`src/rtl/rf_wb_if.sv`:
```
// rf_wb_if: writeback bus between two requesters and the register-file write port.
//   req0_* : requester 0 (ALU) valid/reg/data in, ready out
//   req1_* : requester 1 (load unit) valid/reg/data in, ready out
//   regwrite/wrreg/wrdata : registered register-file write port
//   pending : bit r set while a write to r is accepted but not yet issued
interface rf_wb_if #(
    parameter int XLEN = 32
);
    logic            req0_valid;
    logic [4:0]      req0_reg;
    logic [XLEN-1:0] req0_data;
    logic            req0_ready;
    logic            req1_valid;
    logic [4:0]      req1_reg;
    logic [XLEN-1:0] req1_data;
    logic            req1_ready;
    logic            regwrite;
    logic [4:0]      wrreg;
    logic [XLEN-1:0] wrdata;
    logic [31:0]     pending;

    modport master (
        output req0_valid, req0_reg, req0_data,
        output req1_valid, req1_reg, req1_data,
        input  req0_ready, req1_ready,
        input  regwrite, wrreg, wrdata, pending
    );

    modport slave (
        input  req0_valid, req0_reg, req0_data,
        input  req1_valid, req1_reg, req1_data,
        output req0_ready, req1_ready,
        output regwrite, wrreg, wrdata, pending
    );
endinterface

```
`src/rtl/rf_wb_arbiter.sv`:
```
// rf_wb_arbiter: round-robin arbiter merging two writeback requesters onto one register-file write port.
//   clk          : rising-edge clock
//   rst_n        : asynchronous active-low reset
//   bus          : rf_wb_if slave (requester handshakes, write port, pending mask)
//   conflict_cnt : saturating count of cycles with both requesters valid
module rf_wb_arbiter #(
    parameter int XLEN = 32,
    parameter int CW   = 8
) (
    input  logic          clk,
    input  logic          rst_n,
    rf_wb_if.slave        bus,
    output logic [CW-1:0] conflict_cnt
);
    logic            last_grant;
    logic            both;
    logic            grant0;
    logic            grant1;
    logic            xfer;
    logic            wr_en;
    logic [4:0]      take_reg;
    logic [XLEN-1:0] take_data;
    logic [31:0]     set_mask;
    logic [31:0]     clr_mask;
    logic            regwrite;
    logic [4:0]      wrreg;
    logic [XLEN-1:0] wrdata;
    logic [31:0]     pending;

    // last_grant=1 means port 1 won last, so port 0 wins the next conflict.
    // Readies are held low while reset is asserted.
    always_comb begin
        both      = bus.req0_valid & bus.req1_valid;
        grant0    = rst_n & bus.req0_valid & (~bus.req1_valid | last_grant);
        grant1    = rst_n & bus.req1_valid & (~bus.req0_valid | ~last_grant);
        xfer      = grant0 | grant1;
        take_reg  = grant1 ? bus.req1_reg : bus.req0_reg;
        take_data = grant1 ? bus.req1_data : bus.req0_data;
        // Writes to x0 complete the handshake but never reach the register file.
        wr_en     = xfer & (take_reg != 5'd0);
        set_mask  = wr_en ? (32'd1 << take_reg) : 32'd0;
        clr_mask  = regwrite ? (32'd1 << wrreg) : 32'd0;
    end

    always_ff @(posedge clk or negedge rst_n) begin
        if (!rst_n) begin
            last_grant   <= 1'b1;
            regwrite     <= 1'b0;
            wrreg        <= 5'd0;
            wrdata       <= '0;
            pending      <= 32'd0;
            conflict_cnt <= '0;
        end else begin
            if (xfer)
                last_grant <= grant1;
            regwrite <= wr_en;
            if (wr_en) begin
                wrreg  <= take_reg;
                wrdata <= take_data;
            end
            // Set after clear so a new write to the retiring register keeps its bit.
            pending <= ((pending & ~clr_mask) | set_mask) & ~32'd1;
            if (both && conflict_cnt != {CW{1'b1}})
                conflict_cnt <= conflict_cnt + 1'b1;
        end
    end

    assign bus.req0_ready = grant0;
    assign bus.req1_ready = grant1;
    assign bus.regwrite   = regwrite;
    assign bus.wrreg      = wrreg;
    assign bus.wrdata     = wrdata;
    assign bus.pending    = pending;
endmodule
```
`src/flat_wrapper.sv`:
```
// flat-port wrapper written by rule: the top's interface ports become plain ports
module rf_wb_arbiter_flat 
#(
    parameter int XLEN = 32,
    parameter int CW   = 8
)
  (clk, rst_n, conflict_cnt, bus_req0_valid, bus_req0_reg, bus_req0_data, bus_req1_valid, bus_req1_reg, bus_req1_data, bus_req0_ready, bus_req1_ready, bus_regwrite, bus_wrreg, bus_wrdata, bus_pending);
  rf_wb_if #(.XLEN(XLEN)) bus_i ();
  input  logic clk;
  input  logic rst_n;
  output logic [CW-1:0] conflict_cnt;
  input wire logic [$bits(bus_i.req0_valid)-1:0] bus_req0_valid;
  input wire logic [$bits(bus_i.req0_reg)-1:0] bus_req0_reg;
  input wire logic [$bits(bus_i.req0_data)-1:0] bus_req0_data;
  input wire logic [$bits(bus_i.req1_valid)-1:0] bus_req1_valid;
  input wire logic [$bits(bus_i.req1_reg)-1:0] bus_req1_reg;
  input wire logic [$bits(bus_i.req1_data)-1:0] bus_req1_data;
  output wire logic [$bits(bus_i.req0_ready)-1:0] bus_req0_ready;
  output wire logic [$bits(bus_i.req1_ready)-1:0] bus_req1_ready;
  output wire logic [$bits(bus_i.regwrite)-1:0] bus_regwrite;
  output wire logic [$bits(bus_i.wrreg)-1:0] bus_wrreg;
  output wire logic [$bits(bus_i.wrdata)-1:0] bus_wrdata;
  output wire logic [$bits(bus_i.pending)-1:0] bus_pending;
  assign bus_i.req0_valid = bus_req0_valid;
  assign bus_i.req0_reg = bus_req0_reg;
  assign bus_i.req0_data = bus_req0_data;
  assign bus_i.req1_valid = bus_req1_valid;
  assign bus_i.req1_reg = bus_req1_reg;
  assign bus_i.req1_data = bus_req1_data;
  assign bus_req0_ready = bus_i.req0_ready;
  assign bus_req1_ready = bus_i.req1_ready;
  assign bus_regwrite = bus_i.regwrite;
  assign bus_wrreg = bus_i.wrreg;
  assign bus_wrdata = bus_i.wrdata;
  assign bus_pending = bus_i.pending;
  rf_wb_arbiter #(.XLEN(XLEN), .CW(CW)) u_core (.clk(clk), .rst_n(rst_n), .bus(bus_i), .conflict_cnt(conflict_cnt));
endmodule
```
`config.mk`:
```
export PLATFORM = sky130hd
export DESIGN_NAME = rf_wb_arbiter_flat
export DESIGN_NICKNAME = d
export VERILOG_FILES = /design/src/rtl/rf_wb_if.sv /design/src/rtl/rf_wb_arbiter.sv /design/src/flat_wrapper.sv
export SDC_FILE = /design/constraint.sdc
export NUM_CORES = 1
export LEC_CHECK = 0
export BUFFER_PORTS_ARGS = -buffer_cell sky130_fd_sc_hd__clkbuf_2
export CORE_ASPECT_RATIO = 0.6
export CORE_UTILIZATION = 54
export CTS_BUF_LIST = sky130_fd_sc_hd__clkbuf_4 sky130_fd_sc_hd__clkbuf_8
export CTS_CLUSTER_SIZE = 24
export DETAILED_ROUTE_END_ITERATION = 16
export PLACE_DENSITY = 0.89
export SETUP_SLACK_MARGIN = 0.1
export SLEW_MARGIN = 20
export SYNTH_ARGS = -nofsm -noshare
export SYNTH_HDL_FRONTEND = slang
export SYNTH_SLANG_ARGS = --single-unit
export TNS_END_PERCENT = 1
```
`constraint.sdc`:
```
create_clock -name clk -period 5.1 [get_ports clk]
set_input_delay 0.255 -clock clk [delete_from_list [all_inputs] [get_ports clk]]
set_output_delay 0.255 -clock clk [all_outputs]
set_load 0.005 [all_outputs]
```
# Word-level counts from Yosys, hierarchy flattened
# Cells that the tools add are included.
[totals]
wordCells = 31
out_inout_bits = 80
reg_bits = 78
[classes]
n_bitwise = 15
eq_ne = 1
shift = 2
n_reduce_logical = 2
n_addsub = 1
muxes = 4
[ops]
columns = ["op", "count"]
rows = [
  ["two-way mux 32 bit", 3],
  ["<< shifter 1 x 5 -> 32 bit, first input constant", 2],
  ["AND 32 bit", 1],
  ["inverter 32 bit", 1],
  ["bitwise OR 32 bit", 1],
  ["adder 8 x 1 -> 8 bit, second input constant", 1],
  ["inequality test 8 bit, second input constant", 1],
  ["AND 1 bit", 6],
  ["two-way mux 5 bit", 1],
  ["nonzero test 5 bit", 1],
  ["inverter 1 bit", 3],
  ["bitwise OR 1 bit", 3],
  ["logical AND 1 bit", 1],
]

# Longest topological paths before layout
[logic_depth]
depth_word = 8
depth_mapped = 7
depth_no_buf = 5

# Worst setup path after synthesis
# OpenSTA, ideal clock, no wires.
[synth_path]
kind = "reg-to-reg"
from = "register u_core.last_grant"
to = "register u_core.wrdata[15], in the netlist u_core.bus.wrdata[15]"
arrival_ps = 1575
path_slack_ps = 3400
setup_time_ps = 125
path_buffers = 2
path_stages_with_launch = 8
cell_sequence = "dfstp_2 nand2_4 nand2_4 inv_2 a22o_1 buf_6 buf_6 mux2_4"
[synth_via]
elab_chain_cells = 6
word_cells_on_any_way = 10
cone_classes = "2 x mux; 7 x bitwise; 1 x reduce/logical"
[synth_lines]
columns = ["element", "line_no", "rtl"]
rows = [
  ["start: declaration", "rf_wb_arbiter.sv:15", "logic last_grant;"],
  ["start signal: assignment", "rf_wb_arbiter.sv:55", "last_grant <= grant1;"],
  ["inverter 1 bit (*)", "rf_wb_arbiter.sv:35", "grant1 = rst_n & bus.req1_valid & (~bus.req0_valid | ~last_grant);"],
  ["bitwise OR 1 bit (*)", "rf_wb_arbiter.sv:35", ""],
  ["AND 1 bit (*)", "rf_wb_arbiter.sv:35", ""],
  ["net bus_req1_ready", "flat_wrapper.sv:19", "output wire logic [$bits(bus_i.req1_ready)-1:0] bus_req1_ready;"],
  ["two-way mux 5 bit", "rf_wb_arbiter.sv:37", "take_reg = grant1 ? bus.req1_reg : bus.req0_reg;"],
  ["nonzero test 5 bit", "rf_wb_arbiter.sv:40", "wr_en = xfer & (take_reg != 5'd0);"],
  ["AND 1 bit", "rf_wb_arbiter.sv:40", ""],
  ["end signal: assignment", "rf_wb_arbiter.sv:59", "wrdata <= take_data;"],
  ["end: declaration", "rf_wb_arbiter.sv:27", "logic [XLEN-1:0] wrdata;"],
]
# Mark *: on every way through the listed nets, which the timed path passes. The rest lies on a longest branch.
# A chain may end at the register's enable or synchronous reset.

# Worst setup path in the final report
[layout_path]
from = "input port rst_n"
to = "register u_core.wrdata[7], in the netlist u_core.bus.wrdata[7]"
[layout_via]
elab_chain_cells = 5
word_cells_on_any_way = 9
cone_classes = "2 x mux; 6 x bitwise; 1 x reduce/logical"
[layout_lines]
columns = ["element", "line_no", "rtl"]
rows = [
  ["start: declaration", "flat_wrapper.sv:10", "input logic rst_n;"],
  ["AND 1 bit (2 in a row)", "rf_wb_arbiter.sv:35", ""],
  ["two-way mux 5 bit", "rf_wb_arbiter.sv:37", ""],
  ["nonzero test 5 bit", "rf_wb_arbiter.sv:40", ""],
  ["AND 1 bit", "rf_wb_arbiter.sv:40", ""],
]
# Parallel ways exist; a longest one is shown, timed or not.

==> summary.txt <==
CTS max path bufs = 2
Final Instance Area = 4830 sq um
Hold Startpoint = bus_req1_data[24]
DRT antenna net count = 0
logic gate share of total power = 30.2%
asr flop ratio synth = 100%
top cell type's share of synthesized area = 50.9%
CTS tree = done
post-synthesis sequential area ratio = 51.6%
Max Slew Vio Count = 0
Fin. Hold Viols = 0
CTS Buf Count = 9
worst slew pin tran = 1.00 ns
Hold Path Sink = u_core.bus.wrdata[24]
R2R Setup Slk = 2.74 ns
core area = 6730 sq um
Hold Path Cell Cnt = 3
max_cap viols = 0
Die X = 110 um
CP max-delay cell = a22o_2
share of cells above drive strength 1 = 50.4%
DR WL/cell = 16.8 um
H-tree level count = 3
required time worst endpoint = 5.35 ns
GRT overflow = 0
Initial Util = 56.2%
Peak VDD IR = 0.000255 V
final setup TNS = 0 ns
Antenna diodes = 0
clock root buffer master = clkbuf_8
via count = 3282
R2R cell count = 5
DRC Markers = 0
overall global routing resource usage = 27.0%
Area Overhead vs Synth = 27.5%
Cell Rows = 23
Yosys top cell by area = dfrtp_1
switch share = 32.2%
Clock Skew = 0.00503 ns
most common flop cell mapped by yosys = dfrtp_1
largest net degree at the start of global routing = 50
Routability Congestion = 0.952
Die Y = 66.9 um
yosys warns = 0
HP Class = input pin to register
area post-placement = 4610 sq um
# port buffers = 156
outcome = finished clean
Max FO, Critical Path = 38
Final Cycle Share = 60.4%
Worst R2R End = u_core.bus.wrdata[7]
RSZ-0062 raised after global routing = false
Nets = 560
vias in the first global route = 2918
internal power = 1420 uW
Cell Area, Synth = 3790 sq um
Setup crit start kind = input pin
initial antenna violation count = 0
Clock Power Share = 22.9%
IO Pins = 158
Worst slew margin = 33.2%
Final setup viols = 0
cells after synthesis = 323
Die ar. = 7360 sq um
Via density = 5.73
first-pass GRT wire length = 14400 um
number of synthesized flops with an enable pin = 0
Worst EP arrival = 3.33 ns
worst skew pair latency = 0.36 ns
CTS clock-pin slew for the worst setup and hold paths = 0.08 ns
fmax = 324 MHz
critical-path cell list = dlygate4sd3_1 -> buf_4 -> and2_2 -> nand2_4 -> inv_2 -> a22o_2 -> mux2_2
Critical path buffers and inverters = 3
Period minus WS final = 3.08 ns
part of the power in registers = 46.9%
flops & latches, synth = 78
switching power = 673 uW
CP peak stage delay = 0.83 ns
DR iter-0 viols = 187
WS Path Type = input pin to register
Yosys cell types = 42
DRT Pass-1 Iters = 5
CTS sink cnt = 78
cell family with most CP delay = buffers and inverters
mean area per synthesized cell = 11.7 sq um
Leak = 0.00229 uW
syn_nets = 402
Area contributors post-synth = dfrtp_1 (51%), mux2_2 (15%), o21ai_0 (7.9%), mux2_4 (6.3%), nand2_1 (1.6%)
pwr/cell area = 433 nW/um^2
dpl hpwl = 7210 um
total wire length = 9600 um
CP Capture Type = register
RR Startpoint = u_core.last_grant
## state kept, by name (all words and copies together) (netlist names)
signal	cells
u_core.bus.regwrite	1
u_core.bus.wrreg	5
u_core.bus.pending	31
u_core.conflict_cnt	8
u_core.bus.wrdata	32
u_core.last_grant	1
## routing by layer
layer	routed length (um)	track usage, %	up-vias
li1	-	-	1503
met5	0	0	-
met1	4320	37.7	1596
met4	93	9.05	0
met2	4200	38.9	169
met3	984	9.59	14
## stage by stage
step,hold slack (ns),util (%),setup WS (ns),power (uW),instances
4_1_cts,0.228,71.7,1.99,2110,573
5_1_grt,0.232,71.7,1.73,2230,573
3_3_place_gp,0.226,68.5,2.24,1590,556
3_5_place_dp,0.238,68.5,2.12,1620,556
6_report,0.248,71.7,2.02,2090,573
2_1_floorplan,-0.0406,-,3.40,1280,323
## tightest hold or removal path, stage by stage
cell and delay (ns):
clkbuf_2 0.07, mux2_2 0.13, mux2_4 0.12
## cells in the mapped netlist (2+ instances only)
cell and count:
nor2_1 8, o2bb2ai_1 2, o31ai_1 8, mux2_2 50
nand2b_1 2, a211oi_1 5, nor3_1 4, o211ai_1 4
nand4_1 3, o21ai_0 60, buf_6 3, buf_4 2
xnor2_1 4, mux2_4 16, a21oi_1 3, and2_1 2
nor2b_1 4, nand2_1 16, o22ai_1 3, inv_1 8
xor2_1 3, buf_2 5, and3_1 4, nand3_1 8
nor4b_1 2, dfrtp_1 77, nand2_4 2
## timing repair
item / CTS / global route
gates resized for setup: 0 / 0
setup buffers: 0 / 0
hold buffers: 1 / 0
hold endpoints to repair: 35 / 0
endpoints found under the setup margin: 0 / 0
## cell type report
| class | count | area [sq um] |
|---|---|---|
| inverters | 9 | 33.8 |
| well taps | 87 | 109 |
| repair buffers | 158 | 801 |
| clock inverters | 5 | 57.6 |
| multi-input cells | 225 | 1720 |
| fillers | 509 | 1910 |
| flip-flops and latches | 78 | 1950 |
| clock buffers | 11 | 151 |
## cell families after synthesis
group / after synthesis / synth area share [%]
adder cells (fa/ha/maj): 1 / 0.330
AND/OR/NAND/NOR: 60 / 8.49
AO/OA/AOI/OAI: 89 / 13.4
flip-flops: 78 / 51.6
other: 1 / 0.0990
buffers and inverters: 20 / 2.97
multiplexers: 67 / 21.5
XOR/XNOR: 7 / 1.62
## worst max path at each step
stage                            from                     to  cells past startpoint  slack [ns]
floorplan           u_core.last_grant  u_core.bus.wrdata[15]                      7        3.40
global placement                rst_n  u_core.bus.wrdata[11]                      6        2.24
detailed placement              rst_n   u_core.bus.wrdata[7]                      6        2.12
CTS                             rst_n   u_core.bus.wrdata[7]                      7        1.99
global route                    rst_n  u_core.bus.wrdata[12]                      7        1.73
finish                          rst_n   u_core.bus.wrdata[7]                      7        2.02
## power by group through the flow
stage	Sequential (uW)	Combinational, uW	Clock (uW)
2_1_floorplan	977	299	0
6_report	980	631	479
5_1_grt	1010	708	516
3_5_place_dp	987	632	0
4_1_cts	977	635	495
3_3_place_gp	981	606	0
## layout by cell type (no fill, tap or decap), drive strengths merged, types with 2 or more instances in the layout
cell type | synthesis | final
xor2 | 3 | 3
inv | 9 | 9
clkbuf | 1 | 166
o2bb2ai | 2 | 2
o21ai | 61 | 61
xnor2 | 4 | 4
nand2 | 18 | 18
o22ai | 3 | 3
o211ai | 4 | 4
dfrtp | 77 | 77
nand3 | 8 | 8
mux2 | 66 | 66
nand4 | 3 | 3
nor2 | 8 | 8
nor3 | 4 | 4
clkinv | 0 | 4
nor4b | 2 | 2
nand2b | 2 | 2
a211oi | 5 | 5
and3 | 4 | 4
a21oi | 3 | 3
and2 | 3 | 3
o31ai | 8 | 8
buf | 10 | 2
nor2b | 4 | 4
(Power assumes the default switching activity.)
